**config.mk**
```make
export PLATFORM = sky130hd
export DESIGN_NAME = video_timing_gen
export DESIGN_NICKNAME = d
export VERILOG_FILES = /design/src/rtl/video_timing_gen.sv
export SDC_FILE = /design/constraint.sdc
export NUM_CORES = 1
export LEC_CHECK = 0
export ABC_AREA = 1
export CAP_MARGIN = 20
export CORE_ASPECT_RATIO = 0.5
export CORE_MARGIN = 5
export CORE_UTILIZATION = 55
export CTS_CLUSTER_DIAMETER = 150
export CTS_CLUSTER_SIZE = 30
export DETAILED_ROUTE_END_ITERATION = 8
export PLACE_DENSITY = 0.82
export SKIP_CTS_REPAIR_TIMING = 1
export SYNTH_ARGS = -nofsm -noshare
export SYNTH_HDL_FRONTEND = slang
export SYNTH_SLANG_ARGS = --single-unit
```
**constraint.sdc**
```tcl
create_clock -name pix_clock -period 2.39 [get_ports pix_clock]
set_input_delay 0.3585 -clock pix_clock [delete_from_list [all_inputs] [get_ports pix_clock]]
set_output_delay 0.3585 -clock pix_clock [all_outputs]
set_load 0.01 [all_outputs]
```
**src/rtl/video_timing_gen.sv**
```systemverilog
// Raster timing source for the TMDS encoders: scans a parameterised frame and
// produces pixel coordinates plus blanking/sync delayed to match the pixel pipeline.
module video_timing_gen #(
    parameter int H_ACTIVE  = 640,
    parameter int H_FP      = 16,
    parameter int H_SYNC    = 96,
    parameter int H_BP      = 48,
    parameter int V_ACTIVE  = 480,
    parameter int V_FP      = 10,
    parameter int V_SYNC    = 2,
    parameter int V_BP      = 33,
    parameter bit HSYNC_POL = 1'b0,
    parameter bit VSYNC_POL = 1'b0,
    parameter int LATENCY   = 1
) (
    input  logic        pix_clock,
    input  logic        reset,
    output logic [11:0] x,
    output logic [11:0] y,
    output logic        active,
    output logic        line_start,
    output logic        frame_start,
    output logic        blanking,
    output logic [1:0]  control_data
);

    localparam int H_TOTAL = H_ACTIVE + H_FP + H_SYNC + H_BP;
    localparam int V_TOTAL = V_ACTIVE + V_FP + V_SYNC + V_BP;

    generate
        if (H_TOTAL > 4096 || V_TOTAL > 4096 || LATENCY < 0 || LATENCY > 15) begin : g_bad_params
            $error("video_timing_gen: frame totals must be <= 4096 and LATENCY in 0..15");
        end
    endgenerate

    // Comparisons use 13 bits so a 4096-wide frame still has representable bounds.
    localparam logic [11:0] H_LAST   = 12'(H_TOTAL - 1);
    localparam logic [11:0] V_LAST   = 12'(V_TOTAL - 1);
    localparam logic [12:0] H_ACT_E  = 13'(H_ACTIVE);
    localparam logic [12:0] V_ACT_E  = 13'(V_ACTIVE);
    localparam logic [12:0] H_SYN_S  = 13'(H_ACTIVE + H_FP);
    localparam logic [12:0] H_SYN_E  = 13'(H_ACTIVE + H_FP + H_SYNC);
    localparam logic [12:0] V_SYN_S  = 13'(V_ACTIVE + V_FP);
    localparam logic [12:0] V_SYN_E  = 13'(V_ACTIVE + V_FP + V_SYNC);
    localparam logic [2:0]  PIPE_RST = {1'b1, ~VSYNC_POL, ~HSYNC_POL};

    logic [11:0] h_cnt_r;
    logic [11:0] v_cnt_r;
    logic [12:0] h_ext_s;
    logic [12:0] v_ext_s;
    logic        active_s;
    logic        hsync_raw_s;
    logic        vsync_raw_s;
    logic [2:0]  pipe_in_s;
    logic [2:0]  pipe_out_s;

    // Horizontal/vertical raster counters; both wrap on the same edge at frame end.
    always_ff @(posedge pix_clock) begin
        if (reset) begin
            h_cnt_r <= 12'd0;
            v_cnt_r <= 12'd0;
        end else if (h_cnt_r == H_LAST) begin
            h_cnt_r <= 12'd0;
            if (v_cnt_r == V_LAST) begin
                v_cnt_r <= 12'd0;
            end else begin
                v_cnt_r <= v_cnt_r + 12'd1;
            end
        end else begin
            h_cnt_r <= h_cnt_r + 12'd1;
        end
    end

    // Region decode straight from the counters (zero latency).
    always_comb begin
        h_ext_s  = {1'b0, h_cnt_r};
        v_ext_s  = {1'b0, v_cnt_r};
        active_s = (h_ext_s < H_ACT_E) && (v_ext_s < V_ACT_E);
        if ((h_ext_s >= H_SYN_S) && (h_ext_s < H_SYN_E)) begin
            hsync_raw_s = HSYNC_POL;
        end else begin
            hsync_raw_s = ~HSYNC_POL;
        end
        if ((v_ext_s >= V_SYN_S) && (v_ext_s < V_SYN_E)) begin
            vsync_raw_s = VSYNC_POL;
        end else begin
            vsync_raw_s = ~VSYNC_POL;
        end
        pipe_in_s = {~active_s, vsync_raw_s, hsync_raw_s};
    end

    generate
        if (LATENCY == 0) begin : g_pass
            assign pipe_out_s = pipe_in_s;
        end else begin : g_pipe
            logic [2:0] pipe_r [LATENCY];

            // Delay line aligning blanking/syncs with the pipelined pixel source.
            always_ff @(posedge pix_clock) begin
                if (reset) begin
                    for (int i = 0; i < LATENCY; i++) begin
                        pipe_r[i] <= PIPE_RST;
                    end
                end else begin
                    pipe_r[0] <= pipe_in_s;
                    for (int i = 1; i < LATENCY; i++) begin
                        pipe_r[i] <= pipe_r[i-1];
                    end
                end
            end

            assign pipe_out_s = pipe_r[LATENCY-1];
        end
    endgenerate

    assign x            = h_cnt_r;
    assign y            = v_cnt_r;
    assign active       = active_s;
    assign line_start   = ~reset & (h_cnt_r == 12'd0);
    assign frame_start  = ~reset & (h_cnt_r == 12'd0) & (v_cnt_r == 12'd0);
    assign blanking     = pipe_out_s[2];
    assign control_data = pipe_out_s[1:0];

endmodule

```
==> key figures, run 1 <==
Status
  – Status: finished clean

Floorplanning
  – Top-Level Pins: 32
  – Chip height: 48.5 µm
  – Die width: 87.0 µm
  – Core ar.: 0.00272 mm²
  – Starting Density: 60.1%
  – Die area: 0.00422 mm²
  – FP Rows: 13

Synth
  – Netlist Area Pre-Place: 0.00163 mm²
  – Post-synth ARST share: 0%
  – Simple-gate share of the synthesized area: 47.0%
  – Yosys warns: 0
  – Mean post-synth cell area: 6.71 µm²
  – Main synth FF type: dfxtp_1
  – Cell count after synthesis: 243
  – Library cells used by synthesis: 27
  – Most numerous cell in the Yosys netlist: nand2_1
  – EDFF count, synth: 0
  – Commonest cells in the netlist: 53 x nand2_1, 36 x inv_1, 36 x nor2_1
  – Sequential share of the synthesized area: 33.1%
  – Yosys top cell by area: dfxtp_1
  – Most area-consuming cells after synthesis: dfxtp_1 33%, nand2_1 12%, inv_1 8.3%
  – Adder-Cell Fraction of Synth Area: 3.07%
  – Post-Synth XOR/XNOR Area: 1.61%
  – Syn_nets: 249
  – Largest family of logic cells by synthesized area: simple AND/OR/NAND/NOR gates
  – Synth Register Bits: 27
  – Compound-gate portion of the synthesized area: 4.60%
  – Share of the synthesized area in the top cell type: 33.1%
  – Post-synthesis mux area share: 0%

Timing
  – Slew @ Worst Pin: 0.433 ns
  – Peak Freq: 444 MHz
  – Max-Slew Margin vs Limit: 70.9%
  – Final setup fails: 0
  – Pins over their slew limit: 0
  – Minimum clock period: 2.25 ns
  – Final hold violations: 0
  – Max Clock Skew: 0.00771 ns
  – Fin crit share: 94.3%
  – Hold WS: 0.509 ns
  – Setup TNS: 0 ns
  – RSZ-0062 raised after global routing: false

Placement
  – Routability cong.: 0.880
  – HPWL Detailed: 3150 µm
  – Port Buffers: 31
  – Placed Instance Area: 0.00197 mm²
  – Placed Cells: 308

Drt
  – DRC: 0
  – Antenna-violating nets left: 0
  – Final wirelength: 4050 µm
  – Pre-antenna DRT Iters: 4
  – DRT iter0 DRCs: 105
  – Wire per inst: 13.0 µm
  – Vias: 1637
  – Vias per inst: 5.25

Worst setup path
  – Worst Path Arrival: 1.90 ns
  – Crit path launch type: flop
  – Worst r2r src: x[0]$_SDFF_PP0_
  – Setup CP Type: flop to output pin
  – WP data required: 2.03 ns
  – FF-to-FF setup slack: 0.64 ns
  – Capturing point of the worst reg2reg path: y[2]$_SDFFE_PP0N_
  – R2R cell count: 8
  – Worst setup EP type: output pin
  – Crit path launch: x[5]$_SDFF_PP0_
  – Crit-path max FO: 7

Worst hold path
  – Hold EP: x[11]$_SDFF_PP0_
  – Hold depth: 2
  – Min-delay src: x[11]$_SDFF_PP0_
  – Worst Hold Class: flop to flop

GRT
  – Grt total ovfl: 0
  – Number of global-route vias before repair: 1587
  – Total track usage: 20.6%
  – Number of antenna violations at the first check in global routing: 0
  – Largest net degree at the start of global routing: 17
  – First-pass GRT wire length: 7090 µm

Run
  – Max Cap Viol: 0

Power
  – Maximum vdd drop: 0.289 mV
  – Power Density: 391 mW/mm²
  – Pleak: 0.824 nW

Clock network
  – Clk buf depth: 2
  – CTS tree: built
  – CTS buffer count: 3
  – Clock Sinks: 27
  – Register clock-pin slew on the reported worst setup and hold paths: 0.10 ns
  – Root buffer cell: clkbuf_8
  – H-tree levels: 1
  – Worst-skew pair later-pin latency: 0.29 ns

Layout
  – Fill cell count: 237
  – # nets final: 282
  – P&R area growth vs syn: 24.2%
  – Layout cells sized above 1: 9.82%
  – Post-Layout Cell Count: 312
  – # diodes: 0
  – Final instance area: 0.00203 mm²
-- through the flow --
| stage | utilization, % | total power, mW | setup slack [ns] |
|---|---|---|---|
| 2_1_floorplan | - | 0.499 | 0.950 |
| 3_3_place_gp | 72.6 | 0.522 | 0.287 |
| 3_5_place_dp | 72.6 | 0.525 | 0.244 |
| 4_1_cts | 74.4 | 0.801 | 0.0804 |
| 5_1_grt | 74.6 | 0.826 | 0.0124 |
| 6_report | 74.6 | 0.793 | 0.135 |
-- flip-flops by register name (all words and copies together), names as in the netlist --
| register | count |
|---|---|
| x | 12 |
| y | 12 |
| g_pipe.pipe_r | 3 |
-- routing by layer --
metal | up-vias | part of all wire [%] | global-route usage, %
li1 | 834 | - | -
met5 | - | 0 | 0
met2 | 61 | 48 | 35.9
met4 | 0 | 1.4 | 8.03
met3 | 7 | 6.8 | 4.55
met1 | 735 | 44 | 24.5
-- layout make-up --
cell class | instances | area [µm²] | area share (%)
Multi-Input combinational cell | 173 | 918 | 45.3
Sequential cell | 27 | 541 | 26.7
Timing Repair Buffer | 33 | 330 | 16.3
Inverter | 38 | 143 | 7.04
Tap cell | 37 | 46.3 | 2.28
Clock buffer | 3 | 41.3 | 2.04
Clock inverter | 1 | 7.51 | 0.370
-- where the power goes --
part,switching [mW],internal [mW]
clock network,0.160,0.119
registers,0.00526,0.455
logic,0.0292,0.0248
-- worst max-delay path, stage by stage, from the launching register on --
cell	delay [ns]
dfxtp_1	0.41
nor4_1	0.41
nand3_1	0.18
inv_1	0.09
clkdlybuf4s50_1	0.53
-- kinds of logic (layout without fill, tap and decap cells) --
family	after synthesis	count (layout)
compound gates	15	15
xor+xnor	3	3
fa+ha+maj	4	4
buf+inv	43	75
flops	27	27
simple gates	151	151
-- worst max path at each step --
| stage | to | slack [ns] |
|---|---|---|
| floorplan | y[4]$_SDFFE_PP0N_ | 0.95 |
| global placement | frame_start | 0.29 |
| detailed placement | frame_start | 0.24 |
| CTS | frame_start | 0.08 |
| global route | line_start | 0.01 |
| finish | line_start | 0.14 |
-- layout by cell type (no fill, tap or decap), drive strengths merged --
master	synthesis	layout
dfxtp	27	27
clkinvlp	0	1
dlymetal6s2s	0	2
nand2	58	58
xor2	3	3
nand4	7	7
a21oi	9	9
buf	4	2
nor4	4	4
inv	38	38
nor2	43	43
clkbuf	1	3
nor3	10	10
nor3b	3	3
o21ai	6	6
clkdlybuf4s50	0	29
ha	4	4
nand3	26	26
(Power assumes the default switching activity.)
==> run 2, diff against run 1 <==
--- a/config.mk
+++ b/config.mk
@@ -14,6 +14,7 @@
 export CTS_CLUSTER_SIZE = 30
 export DETAILED_ROUTE_END_ITERATION = 8
 export PLACE_DENSITY = 0.82
+export RECOVER_POWER = 25
 export SKIP_CTS_REPAIR_TIMING = 1
 export SYNTH_ARGS = -nofsm -noshare
 export SYNTH_HDL_FRONTEND = slang
==> run 2 against run 1 <==
Clock skew about the same. Sequential share of layout area up 0.12 points. Die area unchanged. Via count up 0.79%. Critical path depth unchanged. Register-to-register slack about the same. First-iteration DRC count up 11%. Routed wire length up 0.42%. Global-route usage unchanged. Count of clock-buffer cells in the layout unchanged. Largest power group unchanged. Highest routed layer unchanged.
==> key figures, run 2 (synthesis results as in run 1) <==
Worst setup path
  – Crit path launch type: flop
  – Crit-path max FO: 7 (unchanged)
  – Master of the slowest instance on the critical path: clkdlybuf4s50_1
  – WP data required: 2.03 ns (about the same)
  – Worst Path Arrival: 1.93 ns (+0.03 ns)
  – CP max stage delay: 0.53 ns (about the same)
  – Worst path buffer plus inverter count: 2 (unchanged)
  – Crit-path cells: nor4_1 > nand3_1 > inv_1 > clkdlybuf4s50_1
  – Crit path max-delay family: buffers and inverters
  – Setup CP Type: flop to output pin
  – Worst setup EP type: output pin

GRT
  – Largest net degree at the start of global routing: 17 (unchanged)
  – Grt total ovfl: 0 (unchanged)
  – Number of global-route vias before repair: 1587 (unchanged)
  – Number of antenna violations at the first check in global routing: 0 (unchanged)
  – Total track usage: 20.6% (unchanged)
  – First-pass GRT wire length: 7090 µm (unchanged)

Layout
  – Fill cell count: 237 (unchanged)
  – # nets final: 282 (unchanged)
  – # diodes: 0 (unchanged)
  – Post-Layout Cell Count: 312 (unchanged)
  – Util after Layout: 74.3% (-0.32 points)
  – Commonest non-fill, non-tap cell in the layout: nand2_1
  – Most frequent cells in the layout: 53 x nand2_1, 36 x inv_1, 36 x nor2_1
  – P&R area growth vs syn: 23.7%
  – Layout cells sized above 1: 9.09% (-0.73 points)

Floorplanning
  – FP Rows: 13 (unchanged)
  – Die area: 0.00422 mm² (unchanged)
  – Core ar.: 0.00272 mm² (unchanged)
  – Chip height: 48.5 µm (unchanged)
  – Top-Level Pins: 32 (unchanged)
  – Starting Density: 60.1% (unchanged)
  – Die width: 87.0 µm (unchanged)

Power
  – Maximum vdd drop: 0.290 mV (+0.20%)
  – Sw frac: 24.9% (+0.30 points)
  – Seq pwr share: 57.9% (about the same)
  – Power Density: 394 mW/mm² (+0.60%)
  – P_sw: 0.198 mW (+1.4%)
  – Cell internal pwr: 0.597 mW (-0.23%)
  – Clock power share: 35.5% (+0.3 points)
  – Power Total: 0.795 mW (+0.17%)
  – Logic pwr share: 6.6% (-0.2 points)
  – Pleak: 0.813 nW (-1.4%)

Placement
  – Port Buffers: 31 (unchanged)
  – Placed Cells: 308 (unchanged)
  – Routability cong.: 0.880 (unchanged)
  – HPWL Detailed: 3150 µm (unchanged)
  – Pre-CTS WS: 0.244 ns (unchanged)

Timing
  – Max-Slew Margin vs Limit: 70.7% (-0.18 points)
  – Slew @ Worst Pin: 0.435 ns (+0.00261 ns)
  – Max Clock Skew: 0.00754 ns (-0.000171 ns)
  – Pins over their slew limit: 0 (unchanged)
  – Worst Slack Setup Final: 0.106 ns (-0.0290 ns)
  – Final hold violations: 0 (unchanged)
  – Setup TNS: 0 ns (unchanged)
  – Fin crit share: 95.6% (+1.2 points)
  – RSZ-0062 raised after global routing: false
  – Final setup fails: 0 (unchanged)
  – Peak Freq: 438 MHz (-1.3%)
  – Minimum clock period: 2.28 ns (+0.0290 ns)

Drt
  – DRT iter0 DRCs: 117 (+11%)
  – Pre-antenna DRT Iters: 4 (unchanged)
  – Antenna-violating nets left: 0 (unchanged)
  – DRC: 0 (unchanged)
  – Vias per inst: 5.29 (+0.79%)
  – Final wirelength: 4060 µm (+0.42%)
  – Wire per inst: 13.0 µm (+0.42%)
  – Vias: 1650 (+0.79%)

Clock network
  – Worst-skew pair later-pin latency: 0.29 ns (about the same)
  – CTS buffer count: 3 (unchanged)
  – Clock Sinks: 27 (unchanged)
  – Register clock-pin slew on the reported worst setup and hold paths: 0.11 ns (about the same)
  – CTS tree: built
  – H-tree levels: 1 (unchanged)
  – Root buffer cell: clkbuf_8
  – Clk buf depth: 2 (unchanged)

Status
  – Status: finished clean

Worst hold path
  – Worst Hold Class: flop to flop

Run
  – Max Cap Viol: 0 (unchanged)
run 2: cell types whose count changed in the layout (fill, tap and decap cells not counted), sizes merged:
cell,change
buf,-1
clkbuf,+1
clkdlybuf4s50,-4
dlygate4sd3,+4
run 2: path summary, 6_finish.rpt:
kind	to	startpoint	depth (start not counted)	slack [ns]
worst max-delay path	line_start	x[5]$_SDFF_PP0_	4	0.11
worst min-delay path	x[10]$_SDFF_PP0_	x[10]$_SDFF_PP0_	2	0.51
worst max register to register	y[2]$_SDFFE_PP0N_	x[0]$_SDFF_PP0_	8	0.64
worst min register to register	x[10]$_SDFF_PP0_	x[10]$_SDFF_PP0_	2	0.51
run 2: per-layer routing:
layer / global-route usage [%] / wire (µm)
met1: 24.5 / 1810
met3: 4.55 / 246
met2: 35.9 / 1960
met5: 0 / 0
met4: 8.03 / 55
run 2: through the flow:
step | hold slack (ns) | instance area, µm²
after floorplan | 0.480 | 1630
after global placement | 0.459 | 1970
after detailed placement | 0.493 | 1970
after CTS | 0.511 | 2020
after global routing | 0.537 | 2020
final | 0.509 | 2020
run 2: worst reg2reg max path: cells and delay by family, from the launching register on:
family | cells | cell delay (ns)
AND/OR/NAND/NOR | 6 | 0.90
flip-flops | 1 | 0.42
adder cells (fa/ha/maj) | 1 | 0.20
buffers and inverters | 1 | 0.13
run 2: power by group through the flow:
stage / Clock, mW / Combinational (mW) / Sequential, mW
2_1_floorplan: 0 / 0.0266 / 0.472
3_5_place_dp: 0 / 0.0544 / 0.470
5_1_grt: 0.305 / 0.0582 / 0.461
3_3_place_gp: 0 / 0.0523 / 0.470
6_report: 0.282 / 0.0525 / 0.460
4_1_cts: 0.286 / 0.0547 / 0.460
run 2: layout make-up:
| cell class | count | area, µm² | share of cell area [%] |
|---|---|---|---|
| Clock buffer | 3 | 41.3 | 2.05 |
| Clock inverter | 1 | 7.51 | 0.372 |
| Multi-Input combinational cell | 173 | 913 | 45.3 |
| Sequential cell | 27 | 541 | 26.8 |
| Inverter | 38 | 143 | 7.07 |
| Tap cell | 37 | 46.3 | 2.29 |
| Timing Repair Buffer | 33 | 327 | 16.2 |
==> run 3, diff against run 2 <==
--- a/config.mk
+++ b/config.mk
@@ -10,9 +10,10 @@
 export CORE_ASPECT_RATIO = 0.5
 export CORE_MARGIN = 5
 export CORE_UTILIZATION = 55
-export CTS_CLUSTER_DIAMETER = 150
+export CTS_CLUSTER_DIAMETER = 40
 export CTS_CLUSTER_SIZE = 30
 export DETAILED_ROUTE_END_ITERATION = 8
+export HOLD_SLACK_MARGIN = 0.15
 export PLACE_DENSITY = 0.82
 export RECOVER_POWER = 25
 export SKIP_CTS_REPAIR_TIMING = 1
==> constraint.sdc (replaced) <==
create_clock -name pix_clock -period 2.8 [get_ports pix_clock]
set_input_delay 0.42 -clock pix_clock [delete_from_list [all_inputs] [get_ports pix_clock]]
set_output_delay 0.42 -clock pix_clock [all_outputs]
set_load 0.01 [all_outputs]
==> run 3 against run 2 <==
Final cell count is 0.32% lower. Critical endpoint is now frame_start. Via count shrank 1.1%. Combinational power is 18% lower. Worst hold slack got worse by 0.015 ns. Non-clock buffer count is 1 lower. Power is 16% lower. Setup slack gained 0.28 ns. Count of clock-buffer cells in the layout is the same. Largest power group unchanged.
==> key figures, run 3 (synthesis results as in run 1) <==
Status
  – Status: finished clean

Layout
  – # nets final: 281 (-0.35%)
  – Area occupied by multi-input gates: 896 µm² (-1.9%)
  – Register area: 541 µm² (unchanged)
  – Commonest non-fill, non-tap cell in the layout: nand2_1
  – # diodes: 0 (unchanged)
  – Most frequent cells in the layout: 54 x nand2_1, 36 x inv_1, 36 x nor2_1
  – Fill cell count: 240 (+1.3%)
  – P&R area growth vs syn: 21.7%
  – Layout cells sized above 1: 7.66% (-1.4 points)

Power
  – Seq pwr share: 58.9% (+1.0 points)
  – Power Density: 335 mW/mm² (-15%)
  – Logic pwr share: 6.4% (-0.2 points)
  – Power Total: 0.666 mW (-16%)
  – P_sw: 0.158 mW (-20%)
  – Pleak: 0.799 nW (-1.7%)
  – Clock power share: 34.6% (-0.9 points)
  – Maximum vdd drop: 0.276 mV (-4.6%)
  – Cell internal pwr: 0.508 mW (-15%)
  – Sw frac: 23.8% (-1.1 points)

GRT
  – Largest net degree at the start of global routing: 16 (-1)
  – Total track usage: 19.4% (-1.2 points)
  – First-pass GRT wire length: 6800 µm (-4.1%)
  – Grt total ovfl: 0 (unchanged)
  – Number of antenna violations at the first check in global routing: 0 (unchanged)
  – Number of global-route vias before repair: 1514 (-4.6%)

Run
  – Max Cap Viol: 0 (unchanged)

Timing
  – RSZ-0062 raised after global routing: false
  – Peak Freq: 414 MHz
  – Max-Slew Margin vs Limit: 67.1% (-3.6 points)
  – Max Clock Skew: 0.00338 ns (-0.00415 ns)
  – Pins over their slew limit: 0 (unchanged)
  – Final hold violations: 0 (unchanged)
  – Setup TNS: 0 ns (unchanged)
  – Fin crit share: 86.3%
  – Slew @ Worst Pin: 0.493 ns (+0.0576 ns)
  – Minimum clock period: 2.42 ns
  – Final setup fails: 0 (unchanged)

Placement
  – Routability cong.: 0.897 (+1.9%)
  – HPWL Detailed: 3080 µm (-2.2%)
  – Port Buffers: 31 (unchanged)

Worst setup path
  – Setup CP Type: input port to output pin
  – Crit path launch type: input port
  – Worst setup EP type: output pin
  – WP data required: 2.38 ns (+0.35 ns)
  – Crit-path max FO: 2 (-5)
  – Worst Path Arrival: 2.00 ns (+0.07 ns)

Floorplanning
  – Top-Level Pins: 32 (unchanged)
  – Starting Density: 60.1% (unchanged)
  – Die area: 0.00422 mm² (unchanged)
  – Chip height: 48.5 µm (unchanged)
  – Die width: 87.0 µm (unchanged)
  – Core ar.: 0.00272 mm² (unchanged)
  – FP Rows: 13 (unchanged)

Drt
  – Pre-antenna DRT Iters: 4 (unchanged)
  – Final wirelength: 3910 µm (-3.9%)
  – DRT iter0 DRCs: 78 (-33%)
  – Antenna-violating nets left: 0 (unchanged)
  – Vias: 1632 (-1.1%)
  – Wire per inst: 12.6 µm (-3.6%)
  – Vias per inst: 5.25 (-0.77%)
  – DRC: 0 (unchanged)

Clock network
  – Clock Sinks: 27 (unchanged)
  – H-tree levels: 1 (unchanged)
  – CTS tree: built
  – Register clock-pin slew on the reported worst setup and hold paths: 0.10 ns (about the same)
  – Worst-skew pair later-pin latency: 0.28 ns (about the same)
  – CTS buffer count: 3 (unchanged)
  – Clk buf depth: 2 (unchanged)
  – Root buffer cell: clkbuf_8

Worst hold path
  – Worst Hold Class: flop to flop
-- run 3: final cells by class --
cell class / count / area share (%)
clock inverters: 1 / 0.252
repair buffers: 32 / 15.8
well taps: 37 / 2.33
flip-flops and latches: 27 / 27.2
inverters: 38 / 7.18
multi-input cells: 173 / 45.1
clock buffers: 3 / 2.08
-- run 3: power groups by stage --
stage	Combinational [mW]	Clock, mW	Sequential [mW]
after floorplan	0.0227	0	0.403
after global placement	0.0445	0	0.401
after detailed placement	0.0453	0	0.401
after CTS	0.0456	0.233	0.393
after global routing	0.0466	0.244	0.394
final	0.0429	0.230	0.393
-- run 3: worst paths after layout --
| path | from | end | slack, ns | cells after the start |
|---|---|---|---|---|
| max | reset | frame_start | 0.38 | 5 |
| min | x[11]$_SDFF_PP0_ | x[11]$_SDFF_PP0_ | 0.49 | 2 |
| max reg2reg | x[0]$_SDFF_PP0_ | y[9]$_SDFFE_PP0N_ | 0.79 | 8 |
| min reg2reg | x[11]$_SDFF_PP0_ | x[11]$_SDFF_PP0_ | 0.49 | 2 |
-- run 3: layer usage --
metal | track usage, % | part of all wire [%]
met1 | 25.8 | 47
met2 | 32.1 | 47
met3 | 4.72 | 5.3
met4 | 3.11 | 0.44
met5 | 0 | 0
-- run 3: critical path, stage by stage --
cell and delay [ns]:
dlygate4sd3_1 0.56, nor3_1 0.23, nand3_1 0.12, nor2_1 0.12, clkdlybuf4s50_1 0.54
-- run 3: per-stage QoR --
step	hold slack (ns)	instance area, µm²	cells	worst slack (ns)	util [%]
3_5_place_dp	0.475	1970	307	0.536	72.4
2_1_floorplan	0.480	1630	243	1.31	-
4_1_cts	0.491	2010	311	0.446	74.1
6_report	0.493	1990	311	0.384	73.1
3_3_place_gp	0.461	1970	307	0.572	72.4
5_1_grt	0.532	1990	311	0.317	73.1
